$ cat config.mk
export PLATFORM = sky130hd
export DESIGN_NAME = life_engine
export DESIGN_NICKNAME = d
export VERILOG_FILES = /design/src/rtl/life_engine.sv
export SDC_FILE = /design/constraint.sdc
export NUM_CORES = 1
export LEC_CHECK = 0
export CAP_MARGIN = 20
export CORE_MARGIN = 2
export CORE_UTILIZATION = 55
export DETAILED_ROUTE_END_ITERATION = 10
export PLACE_DENSITY = 0.84
export SYNTH_ARGS = -nofsm -noshare
export SYNTH_HDL_FRONTEND = slang
export SYNTH_SLANG_ARGS = --single-unit
$ cat constraint.sdc
create_clock -name clk -period 9.56 [get_ports clk]
set_clock_uncertainty 0.05 [all_clocks]
set_input_delay 2.868 -clock clk [delete_from_list [all_inputs] [get_ports clk]]
set_output_delay 2.868 -clock clk [all_outputs]
set_load 0.005 [all_outputs]
$ cat src/rtl/life_engine.sv
// Game of Life engine (B3/S23) on a ROWS x COLS grid: run/step control, LFSR fill, auto-halt on stable/extinct.
// Define LIFE_TORUS_EN for a toroidal board; by default cells beyond the edge count as dead.

module life_cell (
  input  logic       i_alive,
  input  logic [7:0] i_nb,
  output logic       o_next
);
  logic [3:0] w_cnt;

  always_comb begin
    w_cnt = '0;
    for (int i = 0; i < 8; i++) w_cnt = w_cnt + 4'(i_nb[i]);
  end

  assign o_next = (w_cnt == 4'd3) | (i_alive & (w_cnt == 4'd2));
endmodule

module life_engine #(
  parameter int          ROWS      = 8,
  parameter int          COLS      = 8,
  parameter int          PERIOD    = 1,
  parameter logic [63:0] LFSR_INIT = 64'hACE1_0000_0000_0001
) (
  input  logic                 clk,
  input  logic                 reset_n,
  input  logic                 load,
  input  logic [ROWS*COLS-1:0] seed,
  input  logic                 randomize,
  input  logic                 start,
  input  logic                 stop,
  input  logic                 step,
  output logic [ROWS*COLS-1:0] grid,
  output logic [15:0]          gen_count,
  output logic                 running,
  output logic                 busy,
  output logic                 stable,
  output logic                 extinct
);
  localparam int N        = ROWS * COLS;
  localparam int FILL_CYC = (N + 63) / 64;
  localparam int FW       = $clog2(FILL_CYC) + 1;
  localparam int PW       = $clog2(PERIOD) + 1;
  localparam logic [FW-1:0] FILL_LAST = FW'(FILL_CYC - 1);
  localparam logic [PW-1:0] PRE_LAST  = PW'(PERIOD - 1);

  typedef enum logic [1:0] {S_IDLE, S_RUN, S_FILL} state_t;

  state_t         r_state, w_state_nxt;
  logic           r_armed;
  logic [63:0]    r_lfsr;
  logic [N-1:0]   r_grid, w_next, w_fill_val;
  logic [15:0]    r_gen;
  logic           r_stable, r_extinct;
  logic [FW-1:0]  r_fill_cnt;
  logic [PW-1:0]  r_pre;
  logic           w_load, w_gen, w_fill, w_fill_done, w_pre_clr, w_pre_inc, w_halt, w_fb;

  // Per-cell neighbour gather; K walks the 3x3 window, skipping the centre.
  for (genvar r = 0; r < ROWS; r++) begin : g_row
    for (genvar c = 0; c < COLS; c++) begin : g_col
      logic [7:0] w_nb;
      for (genvar k = 0; k < 9; k++) begin : g_nb
        if (k != 4) begin : g_use
          localparam int RR = r + k / 3 - 1;
          localparam int CC = c + k % 3 - 1;
          localparam int NI = (k < 4) ? k : k - 1;
`ifdef LIFE_TORUS_EN
          localparam int RW = (RR + ROWS) % ROWS;
          localparam int CW = (CC + COLS) % COLS;
          assign w_nb[NI] = r_grid[RW*COLS + CW];
`else
          if (RR < 0 || RR >= ROWS || CC < 0 || CC >= COLS) begin : g_edge
            assign w_nb[NI] = 1'b0;
          end else begin : g_in
            assign w_nb[NI] = r_grid[RR*COLS + CC];
          end
`endif
        end
      end
      life_cell u_cell (
        .i_alive (r_grid[r*COLS + c]),
        .i_nb    (w_nb),
        .o_next  (w_next[r*COLS + c])
      );
    end
  end

  // Fill shifts 64 LFSR bits in from the top; small grids take the low LFSR bits.
  if (N > 64) begin : g_fill_wide
    assign w_fill_val = {r_lfsr, r_grid[N-1:64]};
  end else if (N == 64) begin : g_fill_eq
    assign w_fill_val = r_lfsr;
  end else begin : g_fill_narrow
    assign w_fill_val = r_lfsr[N-1:0];
  end

  assign w_fb   = r_lfsr[63] ^ r_lfsr[62] ^ r_lfsr[60] ^ r_lfsr[59];
  assign w_halt = (w_next == r_grid) || (w_next == '0);

  always_ff @(posedge clk or negedge reset_n) begin
    if (!reset_n) begin
      r_state <= S_IDLE;
      r_armed <= 1'b0;
    end else begin
      r_state <= w_state_nxt;
      r_armed <= 1'b1;
    end
  end

  always_comb begin
    w_state_nxt = r_state;
    w_load      = 1'b0;
    w_gen       = 1'b0;
    w_fill      = 1'b0;
    w_fill_done = 1'b0;
    w_pre_clr   = 1'b0;
    w_pre_inc   = 1'b0;
    case (r_state)
      S_IDLE: if (r_armed) begin
        if (load)           w_load = 1'b1;
        else if (randomize) w_state_nxt = S_FILL;
        else if (stop)      w_state_nxt = S_IDLE;
        else if (start) begin
          w_state_nxt = S_RUN;
          w_pre_clr   = 1'b1;
        end else if (step)  w_gen = 1'b1;
      end
      S_RUN: begin
        if (load) begin
          w_load      = 1'b1;
          w_state_nxt = S_IDLE;
        end else if (randomize) w_state_nxt = S_FILL;
        else if (stop)          w_state_nxt = S_IDLE;
        else if (r_pre == PRE_LAST) begin
          w_gen     = 1'b1;
          w_pre_clr = 1'b1;
          if (w_halt) w_state_nxt = S_IDLE;
        end else w_pre_inc = 1'b1;
      end
      S_FILL: begin
        w_fill = 1'b1;
        if (r_fill_cnt == FILL_LAST) begin
          w_fill_done = 1'b1;
          w_state_nxt = S_IDLE;
        end
      end
      default: w_state_nxt = S_IDLE;
    endcase
  end

  always_ff @(posedge clk or negedge reset_n) begin
    if (!reset_n) begin
      r_lfsr     <= LFSR_INIT;
      r_grid     <= '0;
      r_gen      <= '0;
      r_stable   <= 1'b0;
      r_extinct  <= 1'b1;
      r_fill_cnt <= '0;
      r_pre      <= '0;
    end else begin
      r_lfsr <= {r_lfsr[62:0], w_fb};
      if (w_load) begin
        r_grid    <= seed;
        r_gen     <= '0;
        r_stable  <= 1'b0;
        r_extinct <= (seed == '0);
      end else if (w_gen) begin
        r_grid    <= w_next;
        r_stable  <= (w_next == r_grid);
        r_extinct <= (w_next == '0);
        if (r_gen != 16'hFFFF) r_gen <= r_gen + 16'd1;
      end else if (w_fill) begin
        r_grid <= w_fill_val;
        if (w_fill_done) begin
          r_gen     <= '0;
          r_stable  <= 1'b0;
          r_extinct <= (w_fill_val == '0);
        end
      end
      if (w_fill) r_fill_cnt <= w_fill_done ? '0 : r_fill_cnt + FW'(1);
      if (w_pre_clr)      r_pre <= '0;
      else if (w_pre_inc) r_pre <= r_pre + PW'(1);
    end
  end

  assign grid      = r_grid;
  assign gen_count = r_gen;
  assign running   = (r_state == S_RUN);
  assign busy      = (r_state == S_FILL);
  assign stable    = r_stable;
  assign extinct   = r_extinct;
endmodule
== Yosys cells after proc, flatten, opt, wreduce, memory -nomap -nowiden ==
Index checks and enable logic that the tools add are counted.

* RAM bits: 0
* Output and inout bits: 84
* Memories kept: 0
* Bits in registers: 151
* Bits of input ports: 71
* Logic and storage cells: 701
* Memory bits (read-only): 0
* Latch bits: 0

* Bitwise gates (word level): 131
* $lt $le $gt $ge: 0
* Reductions and logical operators: 11
* Equal/unequal tests: 139
* $add $sub $neg: 352
* Multiply operators: 0
* Muxes and demuxes: 59
* Div/mod/pow operators: 0
* Shift operators: 0

{| class="wikitable"
|+ Operator list
! kind !! number
|-
| $add A4 B1 Y4 || 292
|-
| $eq A4 B2 Y1 const B || 128
|-
| $logic_not A64 Y1 || 3
|-
| $mux W64 || 3
|-
| $add A1 B1 Y2 || 57
|-
| $mux W16 || 5
|-
| $and A1 B1 Y1 || 64
|-
| $eq A64 B64 Y1 || 1
|-
| $or A1 B1 Y1 || 64
|-
| $mux W1 || 36
|-
| $mux W2 || 11
|-
| $add A16 B1 Y16 const B || 1
|-
| $ne A16 B16 Y1 const B || 1
|-
| $ne A2 B2 Y1 const B || 3
|-
| $pmux W1 S2 || 3
|-
| $pmux W2 S3 || 1
|-
| $reduce_and A6 Y1 || 1
|-
| $reduce_bool A3 Y1 || 2
|-
| $ne A5 B4 Y1 const B || 1
|-
| $ne A5 B5 Y1 const B || 1
|-
| $ne A4 B4 Y1 const B || 1
|-
| $ne A3 B2 Y1 const B || 1
|-
| $reduce_and A3 Y1 || 1
|-
| $xor A1 B1 Y1 || 3
|-
| 7 further kinds || 8
|}

== Depth between registers and ports, before layout ==
* Depth in word-level cells: 18
* Mapped depth: 16
* Depth with buffers taken out: 16

== Cells and area by module ==
Synthesis repeated with hierarchy kept, for this count alone.

* Cell total of the unflattened synthesis: 2185
* Area, all modules: 19665.1 um^2

{| class="wikitable"
|+ Modules (own cells, without submodules)
! module !! seq. area each (um^2) !! times used !! cells each !! area an instance (um^2)
|-
| life_cell (g_row[0].g_col[0].u_cell ...) || 0.0 || 43 || 23 || 200.2
|-
| life_engine || 3791.1 || 1 || 713 || 7168.1
|-
| life_cell (g_row[2].g_col[5].u_cell ...) || 0.0 || 21 || 23 || 185.2
|}

== Worst setup path after synthesis ==
Ideal clock, no wire load.

* Path kind: register -> register
* Start: register r_grid[26] (netlist: grid[26])
* End: register r_stable (netlist: stable)
* Data arrival time: 4.454 ns
* Setup time: 0.095 ns
* Required time: 9.415 ns
* Period minus slack after synthesis: 4.600 ns
* Stages on the path, launching flop included: 17
* Slack: 4.960 ns
* Path buffers: 0
* Cells stage by stage: dfrtp_1 -> ha_1 -> inv_1 -> fa_1 -> fa_1 -> inv_1 -> fa_1 -> inv_1 -> fa_1 -> a222oi_1 -> nand3_1 -> a211oi_1 -> and4b_1 -> o2111ai_1 -> or4_1 -> or4_1 -> o31ai_1

* Longest elaborated chain between the ends: 13
* Elaborated cells between the ends (all ways): 72
* Classes of those cells: 35 x add/sub; 17 x eq/ne; 2 x mux; 18 x bitwise

{| class="wikitable"
|+ RTL lines
! item !! RTL line !! text
|-
| start: declaration || 52 || <nowiki>logic [N-1:0] r_grid, w_next, w_fill_val;</nowiki>
|-
| start signal: assignment || 169 || <nowiki>r_grid <= w_next;</nowiki>
|-
| start signal: assignment || 174 || <nowiki>r_grid <= w_fill_val;</nowiki>
|-
| $add A1 B1 Y2 || 13 || <nowiki>for (int i = 0; i < 8; i++) w_cnt = w_cnt + 4'(i_nb[i]);</nowiki>
|-
| $add A4 B1 Y4 (6 in series) || 13 ||
|-
| $eq A4 B2 Y1 || 16 || <nowiki>assign o_next = (w_cnt == 4'd3) | (i_alive & (w_cnt == 4'd2));</nowiki>
|-
| $and A1 B1 Y1 || 16 ||
|-
| $or A1 B1 Y1 || 16 ||
|-
| $eq A64 B64 Y1 * || 170 || <nowiki>r_stable <= (w_next == r_grid);</nowiki>
|-
| $mux W1 * || 168 || <nowiki>end else if (w_gen) begin</nowiki>
|-
| $mux W1 * || 163 || <nowiki>if (w_load) begin</nowiki>
|-
| end signal: assignment || 170 ||
|-
| end: declaration || 54 || <nowiki>logic r_stable, r_extinct;</nowiki>
|}

Mark *: on every way between the ends. The rest lies on a longest branch, timed or not.
A chain may end at the register's enable or synchronous reset.

== Worst setup path in the final report ==
* Start: input port load
* End: register r_grid[17] (netlist: grid[17])

* Longest elaborated chain between the ends: 5
* Elaborated cells between the ends (all ways): 10
* Classes of those cells: 9 x mux; 1 x reduce/logical

{| class="wikitable"
|+ RTL lines
! item !! RTL line !! text
|-
| start: declaration || 27 || <nowiki>input logic load,</nowiki>
|-
| $mux W1 || 121 || <nowiki>if (load) w_load = 1'b1;</nowiki>
|-
| $mux W1 || 120 || <nowiki>S_IDLE: if (r_armed) begin</nowiki>
|-
| $pmux W1 S2 || 119 || <nowiki>case (r_state)</nowiki>
|-
| $mux W64 || 168 ||
|-
| $mux W64 || 163 ||
|}

Parallel ways exist; a longest one is shown, timed or not.

==> impl_metrics.csv <==
group,metric,value,unit
synthesis,synth-simple-area-share,18.1,%
timing,tightest_slew,1.12,ns
synthesis,synth-edff-count,0,
synthesis,synthXorXnorAreaFrac,0.508,%
timing,relSlewSlack,24.3,%
placed_design,placed_cells_incl_taps,2390,
clock_tree,clock_sinks,151,
clock_tree,cts-root-buf,"clkbuf_16",
die,core,0.0307,mm^2
job,drv_cap,0,
worst_setup_path,setup.worst_path.class,"in2reg",
worst_setup_path,crit_chain,"clkdlybuf4s50_1, nor4_1, o21a_2, buf_4, nor2_4, buf_4, nand2_4, buf_16, o21ai_0, a221oi_1",
placed_design,port-buffer-count,154,
clock_tree,clk_latency,0.42,ns
synthesis,synth_area_leaders,"fa_1 23%, dfrtp_1 20%, ha_1 12%",
clock_tree,cts_tree,"done",
detailed_routing,drc,0,
global_route,grt_first_pass_wirelength,92000,um
timing,hold_viol,0,
worst_setup_path,endpoint,"grid[17]$_DFFE_PN0P_",
worst_setup_path,r2r_slack,3.61,ns
placed_design,place_hpwl,49500,um
worst_setup_path,reg2reg_to,"stable$_DFFE_PN0P_",
clock_tree,post_cts_buffers,0,
clock_tree,cts-htree-levels,4,
worst_setup_path,slowest_delay,0.59,ns
synthesis,dominantRegCellSynth,"dfrtp_1",
synthesis,yosysTopAreaCell,"fa_1",
clock_tree,cts_max_path_buffers,2,
die,pin_count,155,
worst_setup_path,crit_path_end_kind,"flip-flop",
worst_setup_path,required,9.83,ns
detailed_routing,dr.pass1.iters,9,
synthesis,syn_inst,1931,
detailed_routing,via_per_inst,6.44,
worst_setup_path,startpoint,"load",
die,die_w,181,um
timing,min_period,6.04,ns
timing,max_clock_freq,166,MHz
global_route,grt.total_usage,37.4,%
global_route,grt_pass1_vias,15700,
worst_setup_path,reg2reg_depth,14,
detailed_routing,wirelength,60800,um
synthesis,synth_most_common_cell,"inv_1",
layout,final_cells,2426,
placed_design,place_congestion,1.06,
die,row_count,64,
synthesis,synth_area,0.0173,mm^2
timing,rsz0062_at_grt,"false",
die,initial_utilization,56.1,%
global_route,grt_overflow_total,0,
global_route,grt_max_degree,108,
timing,fin_hold_ws,0.335,ns
synthesis,syn_nets,2361,
worst_setup_path,crit_buf_inv,4,
layout,drive_above_1_share,3.65,%
clock_tree,cts_hold_buffers,0,
timing,slew_violations,0,
synthesis,synth-adder-area-share,34.6,%
min_path,hold_path_class,"reg2reg",
synthesis,synth_common_cells,"367 x inv_1, 196 x fa_1, 191 x nor2_1",
synthesis,synth_top_area_share,22.7,%
worst_setup_path,crit_arrival,6.31,ns
synthesis,seq_area_frac_synth,22.0,%
timing,setup_tns,0,ns
global_route,antenna_found_initial,0,
synthesis,synth_compound_area_share,12.6,%
die,die_area,0.0328,mm^2
synthesis,ys_types,78,
clock_tree,clkTransAtPathRegs,0.06,ns
worst_setup_path,cp_top_family,"buffers and inverters",
synthesis,ys_ff_latch,151,
synthesis,synth_top_family_by_area,"adder cells",
clock_tree,cts_buffers,17,
timing,period_share,63.2,%
detailed_routing,ant_nets,0,
detailed_routing,wl_per_cell,25.1,um
synthesis,synth_mux_area_share,0.529,%
synthesis,yosys_warnings,0,
worst_setup_path,cp_slowest_cell,"buf_4",
detailed_routing,drt_iter0_drc,2244,
run_status,status,"finished, final reports clean",
detailed_routing,vias,15600,
synthesis,synth.avg_cell_area,8.94,um^2
die,die_y,181,um
worst_setup_path,start_kind,"primary input",
clock_tree,cts-resized-gates,0,
layout,fin_nets,2446,
worst_setup_path,r2r-start,"grid[18]$_DFFE_PN0P_",
layout,fin_util,63.1,%
worst_setup_path,cp_common_cell,"buf_4",
timing,setup_viol,0,
synthesis,async_flop_share,100,%
worst_setup_path,cp.depth,10,
layout,layout-area-overhead-vs-synth,12.4,%
worst_setup_path,path_max_fanout,82,
cells by family after synthesis:
group,count (synthesis)
and+or+nand+nor,603
buffers and inverters,470
adders and majority gates,359
AOI/OAI and AO/OA,328
DFF,151
xor gates and xnor gates,10
muxes,9
other,1
sequential cells by signal, indices dropped and copies added, names as in the netlist:
register	cells
r_fill_cnt	1
extinct	1
gen_count	16
grid	64
r_armed	1
r_lfsr	64
r_pre	1
stable	1
r_state	2
how the worst min path moves through the flow:
stage	startpoint	to	slack, ns	depth (start not counted)
finish	r_lfsr[53]$_DFF_PN1_	r_lfsr[54]$_DFF_PN1_	0.34	0
global route	r_lfsr[53]$_DFF_PN1_	r_lfsr[54]$_DFF_PN1_	0.34	0
CTS	r_lfsr[53]$_DFF_PN1_	r_lfsr[54]$_DFF_PN1_	0.33	0
detailed placement	r_lfsr[53]$_DFF_PN1_	r_lfsr[54]$_DFF_PN1_	0.32	0
global placement	r_lfsr[53]$_DFF_PN1_	r_lfsr[54]$_DFF_PN1_	0.31	0
floorplan	r_lfsr[53]$_DFF_PN1_	r_lfsr[54]$_DFF_PN1_	0.31	0
per-stage QoR:
step	setup WS, ns	cell area, um^2
after floorplan	4.96	17300
after global placement	3.15	18800
after detailed placement	2.96	18800
after CTS	3.30	19300
after global routing	3.37	19400
final	3.52	19400
worst register-to-register path, stage by stage (launching register included):
cell       delay, ns
dfrtp_1         0.70
inv_1           0.38
fa_1            0.56
fa_1            0.49
inv_1           0.05
fa_1            0.41
inv_1           0.10
fa_1            0.46
nor3b_1         0.22
a21oi_1         0.16
a2111oi_0       0.98
nand4b_1        0.20
or4_1           0.60
or4_1           0.43
o31ai_1         0.08
layout by cell type (no fill, tap or decap), types with 7 or more instances in the layout:
cell type	Yosys	final
o21a_1	9	8
fa_1	196	196
dfstp_2	10	10
ha_1	163	163
clkbuf_16	0	17
or3_1	7	7
nand4_1	25	25
a22oi_1	53	53
nor2b_1	29	29
and2_1	7	7
nor4_1	51	51
clkdlybuf4s50_1	0	153
a211oi_1	15	15
nand3b_1	10	10
o21ai_0	47	46
nand2b_1	34	34
buf_4	64	13
o31ai_1	7	7
dfrtp_1	141	141
mux2i_1	8	8
nor3_1	30	30
nor2_1	191	190
inv_1	367	367
nand2_1	102	101
a21oi_1	77	77
nand3_1	34	34
xnor2_1	9	9
a221oi_1	12	12
nor3b_1	37	36
nor4bb_1	8	8
a31oi_1	51	51
cell type report:
| class | count | area (um^2) |
|---|---|---|
| clock buffer | 17 | 425 |
| inverter | 367 | 1380 |
| tap | 396 | 495 |
| timing repair buffer | 169 | 1700 |
| antenna | 1 | 2.50 |
| sequential | 151 | 3790 |
| clock inverter | 15 | 144 |
| multi-input combinational | 1310 | 11500 |
| fill | 2554 | 11400 |
routing by layer:
layer / track usage, % / vias to the layer above / share of wire (%)
li1: - / 6631 / -
met1: 48.8 / 7624 / 36
met2: 56.7 / 1128 / 44
met3: 9.98 / 235 / 13
met4: 21.0 / 0 / 6.5
met5: 0 / - / 0
Power is left out: the tool's default activity adds up to more than one toggle a clock period on the data nets, which glitch-free logic cannot reach.
